<file path="config.mk">
export PLATFORM = sky130hd
export DESIGN_NAME = keymill_sequencer_flat
export DESIGN_NICKNAME = d
export VERILOG_FILES = /design/src/rtl/keymill_sequencer_if.sv /design/src/rtl/keymill_sequencer.sv /design/src/flat_wrapper.sv
export SDC_FILE = /design/constraint.sdc
export NUM_CORES = 1
export LEC_CHECK = 0
export ABC_AREA = 1
export BUFFER_PORTS_ARGS = -buffer_cell sky130_fd_sc_hd__buf_2
export CAP_MARGIN = 20
export CORE_UTILIZATION = 40
export CTS_BUF_LIST = sky130_fd_sc_hd__clkbuf_4
export CTS_CLUSTER_DIAMETER = 40
export DETAILED_ROUTE_END_ITERATION = 8
export HOLD_SLACK_MARGIN = 0.06
export PLACE_DENSITY = 0.65
export SLEW_MARGIN = 20
export SYNTH_ARGS = -nofsm -noshare
export SYNTH_HDL_FRONTEND = slang
export SYNTH_SLANG_ARGS = --single-unit
</file>
<file path="constraint.sdc">
create_clock -name vclk -period 2.45 [get_ports vclk]
set_clock_uncertainty 0.2 [all_clocks]
set_input_delay 0.1225 -clock vclk [delete_from_list [all_inputs] [get_ports vclk]]
set_output_delay 0.1225 -clock vclk [all_outputs]
set_load 0.05 [all_outputs]
</file>
<file path="src/rtl/keymill_sequencer_if.sv">
// APB bus between the keymill sequencer (master) and the keymill coprocessor (slave).
interface keymill_sequencer_if;
  logic        m_psel;
  logic        m_penable;
  logic        m_pwrite;
  logic [31:0] m_paddr;
  logic [31:0] m_pwdata;
  logic [31:0] m_prdata;

  modport master (
    output m_psel, m_penable, m_pwrite, m_paddr, m_pwdata,
    input  m_prdata
  );

  modport slave (
    input  m_psel, m_penable, m_pwrite, m_paddr, m_pwdata,
    output m_prdata
  );
endinterface

</file>
<file path="src/rtl/keymill_sequencer.sv">
// Keymill sequencer: runs a complete keystream job on the keymill APB slave
// (soft reset, key/IV load, start, status poll, stream reads) and forwards
// each keystream word over a valid/ready port.
module keymill_sequencer #(
  parameter int unsigned POLL_MAX = 1024,
  parameter int unsigned CNT_W    = 16
) (
  input  logic               vclk,
  input  logic               vrst,
  input  logic               cmd_valid,
  output logic               cmd_ready,
  input  logic [127:0]       cmd_key,
  input  logic [127:0]       cmd_iv,
  input  logic [CNT_W-1:0]   cmd_nwords,
  output logic               out_valid,
  input  logic               out_ready,
  output logic [31:0]        out_data,
  output logic               busy,
  output logic               done,
  output logic               err,
  keymill_sequencer_if.master apb
);

  localparam int unsigned PW = $clog2(POLL_MAX + 1);
  localparam logic [PW-1:0] POLL_LIMIT = PW'(POLL_MAX);

  localparam logic [5:0]  W_CTRL   = 6'd0;
  localparam logic [5:0]  W_STREAM = 6'd1;
  localparam logic [5:0]  W_KEY0   = 6'd1;
  localparam logic [5:0]  W_IV0    = 6'd5;
  localparam logic [31:0] CTRL_SRST  = 32'h0000_0002;
  localparam logic [31:0] CTRL_START = 32'h0000_0001;

  typedef enum logic [3:0] {
    S_IDLE, S_SRST, S_WKEY, S_WIV, S_START, S_POLL, S_READ, S_HOLD, S_FIN
  } state_t;

  state_t             state, state_n;
  logic               access, access_n;
  logic [1:0]         idx, idx_n;
  logic [PW-1:0]      poll_cnt, poll_n;
  logic [CNT_W-1:0]   word_cnt, wcnt_n;
  logic [127:0]       key_q, key_n;
  logic [127:0]       iv_q, iv_n;
  logic [CNT_W-1:0]   nwords_q, nwords_n;
  logic               out_valid_n;
  logic [31:0]        out_data_n;
  logic               err_n;
  logic               xfer_state;
  logic               psel_n, penable_n, pwrite_n;
  logic [5:0]         word_n;
  logic [31:0]        pwdata_n;

  // Next-state, counters and the registered values of every output.
  always_comb begin
    state_n     = state;
    idx_n       = idx;
    poll_n      = poll_cnt;
    wcnt_n      = word_cnt;
    key_n       = key_q;
    iv_n        = iv_q;
    nwords_n    = nwords_q;
    out_valid_n = out_valid;
    out_data_n  = out_data;
    err_n       = 1'b0;
    psel_n      = 1'b0;
    penable_n   = 1'b0;
    pwrite_n    = 1'b0;
    word_n      = 6'd0;
    pwdata_n    = 32'h0;

    // APB states alternate SETUP/ACCESS every cycle with no gap
    xfer_state = (state == S_SRST) || (state == S_WKEY) || (state == S_WIV) ||
                 (state == S_START) || (state == S_POLL) || (state == S_READ);
    access_n = xfer_state ? !access : 1'b0;

    case (state)
      S_IDLE: begin
        if (cmd_valid && cmd_ready) begin
          key_n    = cmd_key;
          iv_n     = cmd_iv;
          nwords_n = cmd_nwords;
          wcnt_n   = '0;
          poll_n   = '0;
          idx_n    = 2'd0;
          state_n  = (cmd_nwords == '0) ? S_FIN : S_SRST;
        end
      end
      S_SRST: begin
        if (access) begin
          idx_n   = 2'd0;
          state_n = S_WKEY;
        end
      end
      S_WKEY: begin
        if (access) begin
          idx_n = idx + 2'd1;
          if (idx == 2'd3) state_n = S_WIV;
        end
      end
      S_WIV: begin
        if (access) begin
          idx_n = idx + 2'd1;
          if (idx == 2'd3) state_n = S_START;
        end
      end
      S_START: begin
        if (access) state_n = S_POLL;
      end
      S_POLL: begin
        if (access) begin
          poll_n = poll_cnt + PW'(1);
          if (apb.m_prdata[31:30] == 2'b00) begin
            state_n = S_READ;
          end else if ((poll_cnt + PW'(1)) >= POLL_LIMIT) begin
            state_n = S_FIN;
            err_n   = 1'b1;
          end
        end
      end
      S_READ: begin
        if (access) begin
          out_data_n  = apb.m_prdata;
          out_valid_n = 1'b1;
          state_n     = S_HOLD;
        end
      end
      S_HOLD: begin
        if (out_valid && out_ready) begin
          out_valid_n = 1'b0;
          wcnt_n      = word_cnt + CNT_W'(1);
          state_n     = ((word_cnt + CNT_W'(1)) == nwords_q) ? S_FIN : S_READ;
        end
      end
      S_FIN: begin
        state_n = S_IDLE;
      end
      default: begin
        state_n = S_IDLE;
      end
    endcase

    // Bus values for the cycle being entered
    case (state_n)
      S_SRST: begin
        psel_n   = 1'b1;
        pwrite_n = 1'b1;
        word_n   = W_CTRL;
        pwdata_n = CTRL_SRST;
      end
      S_WKEY: begin
        psel_n   = 1'b1;
        pwrite_n = 1'b1;
        word_n   = W_KEY0 + {4'd0, idx_n};
        pwdata_n = key_n[{idx_n, 5'd0} +: 32];
      end
      S_WIV: begin
        psel_n   = 1'b1;
        pwrite_n = 1'b1;
        word_n   = W_IV0 + {4'd0, idx_n};
        pwdata_n = iv_n[{idx_n, 5'd0} +: 32];
      end
      S_START: begin
        psel_n   = 1'b1;
        pwrite_n = 1'b1;
        word_n   = W_CTRL;
        pwdata_n = CTRL_START;
      end
      S_POLL: begin
        psel_n = 1'b1;
        word_n = W_CTRL;
      end
      S_READ: begin
        psel_n = 1'b1;
        word_n = W_STREAM;
      end
      default: begin
        psel_n = 1'b0;
      end
    endcase
    penable_n = psel_n && access_n;
  end

  // State, datapath and output registers with synchronous reset.
  always_ff @(posedge vclk) begin
    if (vrst) begin
      state         <= S_IDLE;
      access        <= 1'b0;
      idx           <= 2'd0;
      poll_cnt      <= '0;
      word_cnt      <= '0;
      key_q         <= '0;
      iv_q          <= '0;
      nwords_q      <= '0;
      out_valid     <= 1'b0;
      out_data      <= 32'h0;
      cmd_ready     <= 1'b1;
      busy          <= 1'b0;
      done          <= 1'b0;
      err           <= 1'b0;
      apb.m_psel    <= 1'b0;
      apb.m_penable <= 1'b0;
      apb.m_pwrite  <= 1'b0;
      apb.m_paddr   <= 32'h0;
      apb.m_pwdata  <= 32'h0;
    end else begin
      state         <= state_n;
      access        <= access_n;
      idx           <= idx_n;
      poll_cnt      <= poll_n;
      word_cnt      <= wcnt_n;
      key_q         <= key_n;
      iv_q          <= iv_n;
      nwords_q      <= nwords_n;
      out_valid     <= out_valid_n;
      out_data      <= out_data_n;
      cmd_ready     <= (state_n == S_IDLE);
      busy          <= (state_n != S_IDLE);
      done          <= (state_n == S_FIN);
      err           <= err_n;
      apb.m_psel    <= psel_n;
      apb.m_penable <= penable_n;
      apb.m_pwrite  <= pwrite_n;
      apb.m_paddr   <= {24'h0, word_n, 2'b00};
      apb.m_pwdata  <= pwdata_n;
    end
  end

endmodule

</file>
<file path="src/flat_wrapper.sv">
// flat-port wrapper written by rule: the top's interface ports become plain ports
module keymill_sequencer_flat 
#(
  parameter int unsigned POLL_MAX = 1024,
  parameter int unsigned CNT_W    = 16
)
  (vclk, vrst, cmd_valid, cmd_ready, cmd_key, cmd_iv, cmd_nwords, out_valid, out_ready, out_data, busy, done, err, apb_m_psel, apb_m_penable, apb_m_pwrite, apb_m_paddr, apb_m_pwdata, apb_m_prdata);
  keymill_sequencer_if apb_i ();
  input  logic vclk;
  input  logic vrst;
  input  logic cmd_valid;
  output logic cmd_ready;
  input  logic [127:0] cmd_key;
  input  logic [127:0] cmd_iv;
  input  logic [CNT_W-1:0] cmd_nwords;
  output logic out_valid;
  input  logic out_ready;
  output logic [31:0] out_data;
  output logic busy;
  output logic done;
  output logic err;
  output wire logic [$bits(apb_i.m_psel)-1:0] apb_m_psel;
  output wire logic [$bits(apb_i.m_penable)-1:0] apb_m_penable;
  output wire logic [$bits(apb_i.m_pwrite)-1:0] apb_m_pwrite;
  output wire logic [$bits(apb_i.m_paddr)-1:0] apb_m_paddr;
  output wire logic [$bits(apb_i.m_pwdata)-1:0] apb_m_pwdata;
  input wire logic [$bits(apb_i.m_prdata)-1:0] apb_m_prdata;
  assign apb_m_psel = apb_i.m_psel;
  assign apb_m_penable = apb_i.m_penable;
  assign apb_m_pwrite = apb_i.m_pwrite;
  assign apb_m_paddr = apb_i.m_paddr;
  assign apb_m_pwdata = apb_i.m_pwdata;
  assign apb_i.m_prdata = apb_m_prdata;
  keymill_sequencer #(.POLL_MAX(POLL_MAX), .CNT_W(CNT_W)) u_core (.vclk(vclk), .vrst(vrst), .cmd_valid(cmd_valid), .cmd_ready(cmd_ready), .cmd_key(cmd_key), .cmd_iv(cmd_iv), .cmd_nwords(cmd_nwords), .out_valid(out_valid), .out_ready(out_ready), .out_data(out_data), .busy(busy), .done(done), .err(err), .apb(apb_i));
endmodule
</file>
==> results of run 1 <==
per-stage QoR:
step                std cells  instance area (µm²)  TNS, ps  util [%]
floorplan                2127                16800        0         -
global placement         2991                19800     -115      48.3
detailed placement       2991                19800    -1090      48.3
cell usage after synthesis, drive strengths merged:
library cell	n	area, µm²
nor4	3	18.8
buf	85	484
o21bai	1	7.51
xor2	3	26.3
nor3	7	35.0
ha	5	62.6
a21oi	54	278
a2111oi	1	10.0
xnor2	2	17.5
and3	3	18.8
o21ai	62	310
o211ai	2	15.0
conb	1	3.75
or2	4	25.0
nand3	249	1260
nand2	416	1590
o21a	4	30.0
inv	68	255
dfxtp	382	7650
clkinv	1	3.75
nor2	405	1650
clkbuf	72	270
mux2i	254	2540
a211oi	4	30.0
nand4	10	62.6
xnor3	1	22.5
o31ai	1	7.51
kinds of logic after synthesis:
| group | synth area share, % |
|---|---|
| compound gates | 4.12 |
| xor+xnor | 0.397 |
| fa+ha+maj | 0.375 |
| buf+inv | 6.07 |
| flops | 45.8 |
| mux | 15.2 |
| other cells | 0.0225 |
| simple gates | 27.9 |
==> impl_metrics.py, run 1 <==
metrics = {
    "outcome": {
        "status": "stopped before the end",
        "failing_step": "clock tree synthesis",
        "error_line": "[ERROR RSZ-0060] Max buffer count reached.",
    },
    "yosys": {
        "synth-seq-cells": 382,
        "synth.yosys.seq_area_share_pct": 45.8,
        "syn_avg_cell_area_um2": 7.95,
        "syn_area_um2": 16700,
        "synth_warnings": 0,
        "ys_types": 39,
        "syn_inst": 2100,
    },
    "floorplan": {
        "die_y_um": 206,
        "start_util_pct": 40.7,
        "ios": 412,
        "rows": 74,
        "dieWidth_um": 206,
    },
    "clock_network": {
        "cts_buffers": 103,
        "ctsLongestPathBuffers": 3,
        "ctsResizeCount": 12,
        "post_cts_buffers": 4,
        "cts.htree.levels": 3,
        "hold_buffers": 635,
        "root_buffer": "clkbuf_4",
        "clock-sinks": 382,
    },
    "placement": {
        "portBuffers": 383,
        "pre_cts_ws_ps": -82.8,
        "hpwl_um": 37900,
        "globalplace.congestion": 0.920,
    },
}
==> run 2: changes to the inputs <==
CORE_UTILIZATION = 25   (was 40)
CTS_BUF_LIST = default   (was sky130_fd_sc_hd__clkbuf_4)
CTS_CLUSTER_DIAMETER = default   (was 40)
HOLD_SLACK_MARGIN = default   (was 0.06)
PLACE_DENSITY = default   (was 0.65)
PLACE_DENSITY_LB_ADDON = 0.15   (was default)
clock period = 3.19 ns   (was 2.45 ns; I/O delays follow)
==> impl_metrics.py, run 2 <==
metrics = {
    "worst_setup_path": {
        "arrival_ps": 3230,
        "worst_path_max_delay_cell": "dlygate4sd3_1",
        "crit_path_end_kind": "register",
        "cp_max_fo": 38,
        "crit_chain": "inv_2, nand2_1, inv_2, nand3_1, nor2_4, buf_12, buf_12, mux2i_1, nor2_1, dlygate4sd3_1",
        "cp_data_required_time_ps": 3450,
        "critical-path-max-stage-delay_ps": 570,
        "crit_type": "reg -> reg",
        "start_kind": "register",
    },
    "yosys": {
        "ys_dominant_reg_cell": "dfxtp_1",
        "ys_types": 39,
        "ys_top_cells_by_area": "dfxtp_1, mux2i_1, nand2_1",
        "synth_warnings": 0,
        "synth_top_cell_area_share_pct": 45.8,
        "synth_most_common_cell": "nand2_1",
        "synth-seq-cells": 382,
        "yosys-top-cells-count": "nand2_1, nor2_1, dfxtp_1, mux2i_1, nand3_1",
        "synth.yosys.seq_area_share_pct": 45.8,
        "synth_top_area_cell": "dfxtp_1",
        "syn_area_um2": 16700,
        "syn_avg_cell_area_um2": 7.95,
        "syn_inst": 2100,
        "synth_edf_count": 0,
        "synth-async-reset-ratio_pct": 0,
    },
    "clock_network": {
        "clk_pin_slew_ps": 60,
        "clock-sinks": 382,
        "ctsLongestPathBuffers": 3,
        "root_buffer": "clkbuf_16",
        "cts.htree.levels": 2,
        "clk_latency_ps": 570,
        "cts_tree": "yes",
        "cts_buffers": 47,
        "ctsResizeCount": 0,
    },
    "finish": {
        "multiInputGateArea_um2": 8160,
        "seq_area_um2": 7650,
        "final_cell_mix": "nand2_1, nor2_1, buf_2, dfxtp_1, dlygate4sd3_1",
        "mostFrequentLayoutCell": "nand2_1",
        "fin_cells": 3723,
        "reg_top3": "u_core.iv_q x128, u_core.key_q x128",
        "fillers": 6836,
        "drive_above_1_share_pct": 19.4,
        "areaGrowthSynthToFinish_pct": 49.9,
        "nets": 3130,
    },
    "outcome": {
        "status": "finished, final reports clean",
    },
    "power_and_ir_drop": {
        "static-leakage-power_nw": 11.3,
        "p_per_area_nw_per_um2": 553,
        "ir_drop_mv": 0.301,
        "power.total_mw": 13.8,
    },
    "drt": {
        "viasPerCell": 4.49,
        "wl_per_cell_um": 17.0,
        "drcViolationCount": 0,
        "wl_um": 63100,
        "route.antenna.remaining_nets": 0,
        "vias": 16700,
        "first_pass_iters": 5,
        "drtIter0Drc": 1138,
    },
    "floorplan": {
        "ios": 412,
        "dieWidth_um": 260,
        "die_y_um": 260,
        "die_area_um2": 67800,
        "start_util_pct": 25.3,
        "coreArea_um2": 65900,
        "rows": 94,
    },
    "sta": {
        "setup_viol": 0,
        "slew_headroom_pct": 35.9,
        "setup_tns_ps": 0,
        "drv_slew": 0,
        "min_period_over_period_pct": 93.1,
        "fmax_ghz": 0.337,
        "hold_viol": 0,
        "rsz0062_at_grt": "no",
        "period_needed_ps": 2970,
        "worst_slack_ps": 219,
        "worst_slew_pin_slew_ps": 961,
    },
    "global_routing": {
        "grt_max_degree": 134,
        "grt_pass1_wl_um": 95100,
        "grt_overflow": 0,
        "grt_pass1_vias": 16600,
        "grt_util_all_layers_pct": 18.1,
        "antenna_found_initial": 7,
    },
    "job": {
        "cap_viol_max_count": 0,
    },
    "placement": {
        "globalplace.congestion": 0.862,
        "portBuffers": 383,
        "placed_cells": 3259,
        "hpwl_um": 43300,
        "pre_cts_ws_ps": 297,
    },
    "min_path": {
        "hold_class": "in -> reg",
    },
}
run 2: cell counts after synthesis:
No cell type changed its count.
run 2: timing repair:
action	in CTS	in global routing
hold buffers	370	0
buffers inserted	0	3
endpoints found under the hold margin	343	0
setup endpoints to repair	0	5
run 2: worst paths after layout:
check	slack, ps	cells after the start	from	endpoint
setup / recovery	220	10	u_core.state[3]$_SDFF_PP0_	u_core.key_q[30]$_SDFF_PP0_
hold / removal	150	6	cmd_valid	u_core.key_q[115]$_SDFF_PP0_
setup reg to reg	220	10	u_core.state[3]$_SDFF_PP0_	u_core.key_q[30]$_SDFF_PP0_
hold reg to reg	270	2	u_core.poll_cnt[7]$_SDFFE_PP0P_	u_core.poll_cnt[7]$_SDFFE_PP0P_
run 2: area by class of cell:
| cell class | count | share of cell area [%] |
|---|---|---|
| well taps | 864 | 4.32 |
| flip-flops and latches | 382 | 30.6 |
| inverters | 69 | 1.05 |
| diodes | 6 | 0.0600 |
| clock inverters | 20 | 1.33 |
| multi-input cells | 1519 | 32.6 |
| repair buffers | 798 | 24.5 |
| clock buffers | 65 | 5.53 |
run 2: worst max-delay path, delay by kind of cell, from the launching register on:
family / cells / cell delay, ps
buf+inv: 5 / 1310
flops: 1 / 310
mux: 1 / 380
simple gates: 4 / 610
run 2: routing by layer:
metal | GRT usage (%) | part of all wire, % | vias up
met3 | 3.69 | 6.2 | 93
met4 | 4.91 | 2.0 | 4
li1 | - | - | 8256
met2 | 28.7 | 45 | 513
met5 | 0 | 0.041 | -
met1 | 24.7 | 47 | 7853
run 2: metrics by stage:
step	hold slack [ps]	area, µm²	util [%]
2_1_floorplan	94.4	16800	-
3_3_place_gp	214	19500	29.7
3_5_place_dp	215	19500	29.7
4_1_cts	145	25000	37.9
5_1_grt	170	25000	38.0
6_report	154	25000	38.0
run 2: logic make-up (layout without fill, tap and decap cells):
logic type | count (synthesis) | count (layout) | share of synthesized area, %
flops | 382 | 382 | 45.8
buf+inv | 226 | 952 | 6.07
simple gates | 1097 | 1097 | 27.9
fa+ha+maj | 5 | 5 | 0.375
compound gates | 129 | 129 | 4.12
xor+xnor | 6 | 6 | 0.397
other cells | 1 | 34 | 0.0225
mux | 254 | 254 | 15.2
run 2: report_power, final:
group,internal (mW),switching (mW)
Combinational,1.21,1.50
Clock,3.67,2.20
Sequential,5.13,0.112
(Power assumes the default switching activity.)
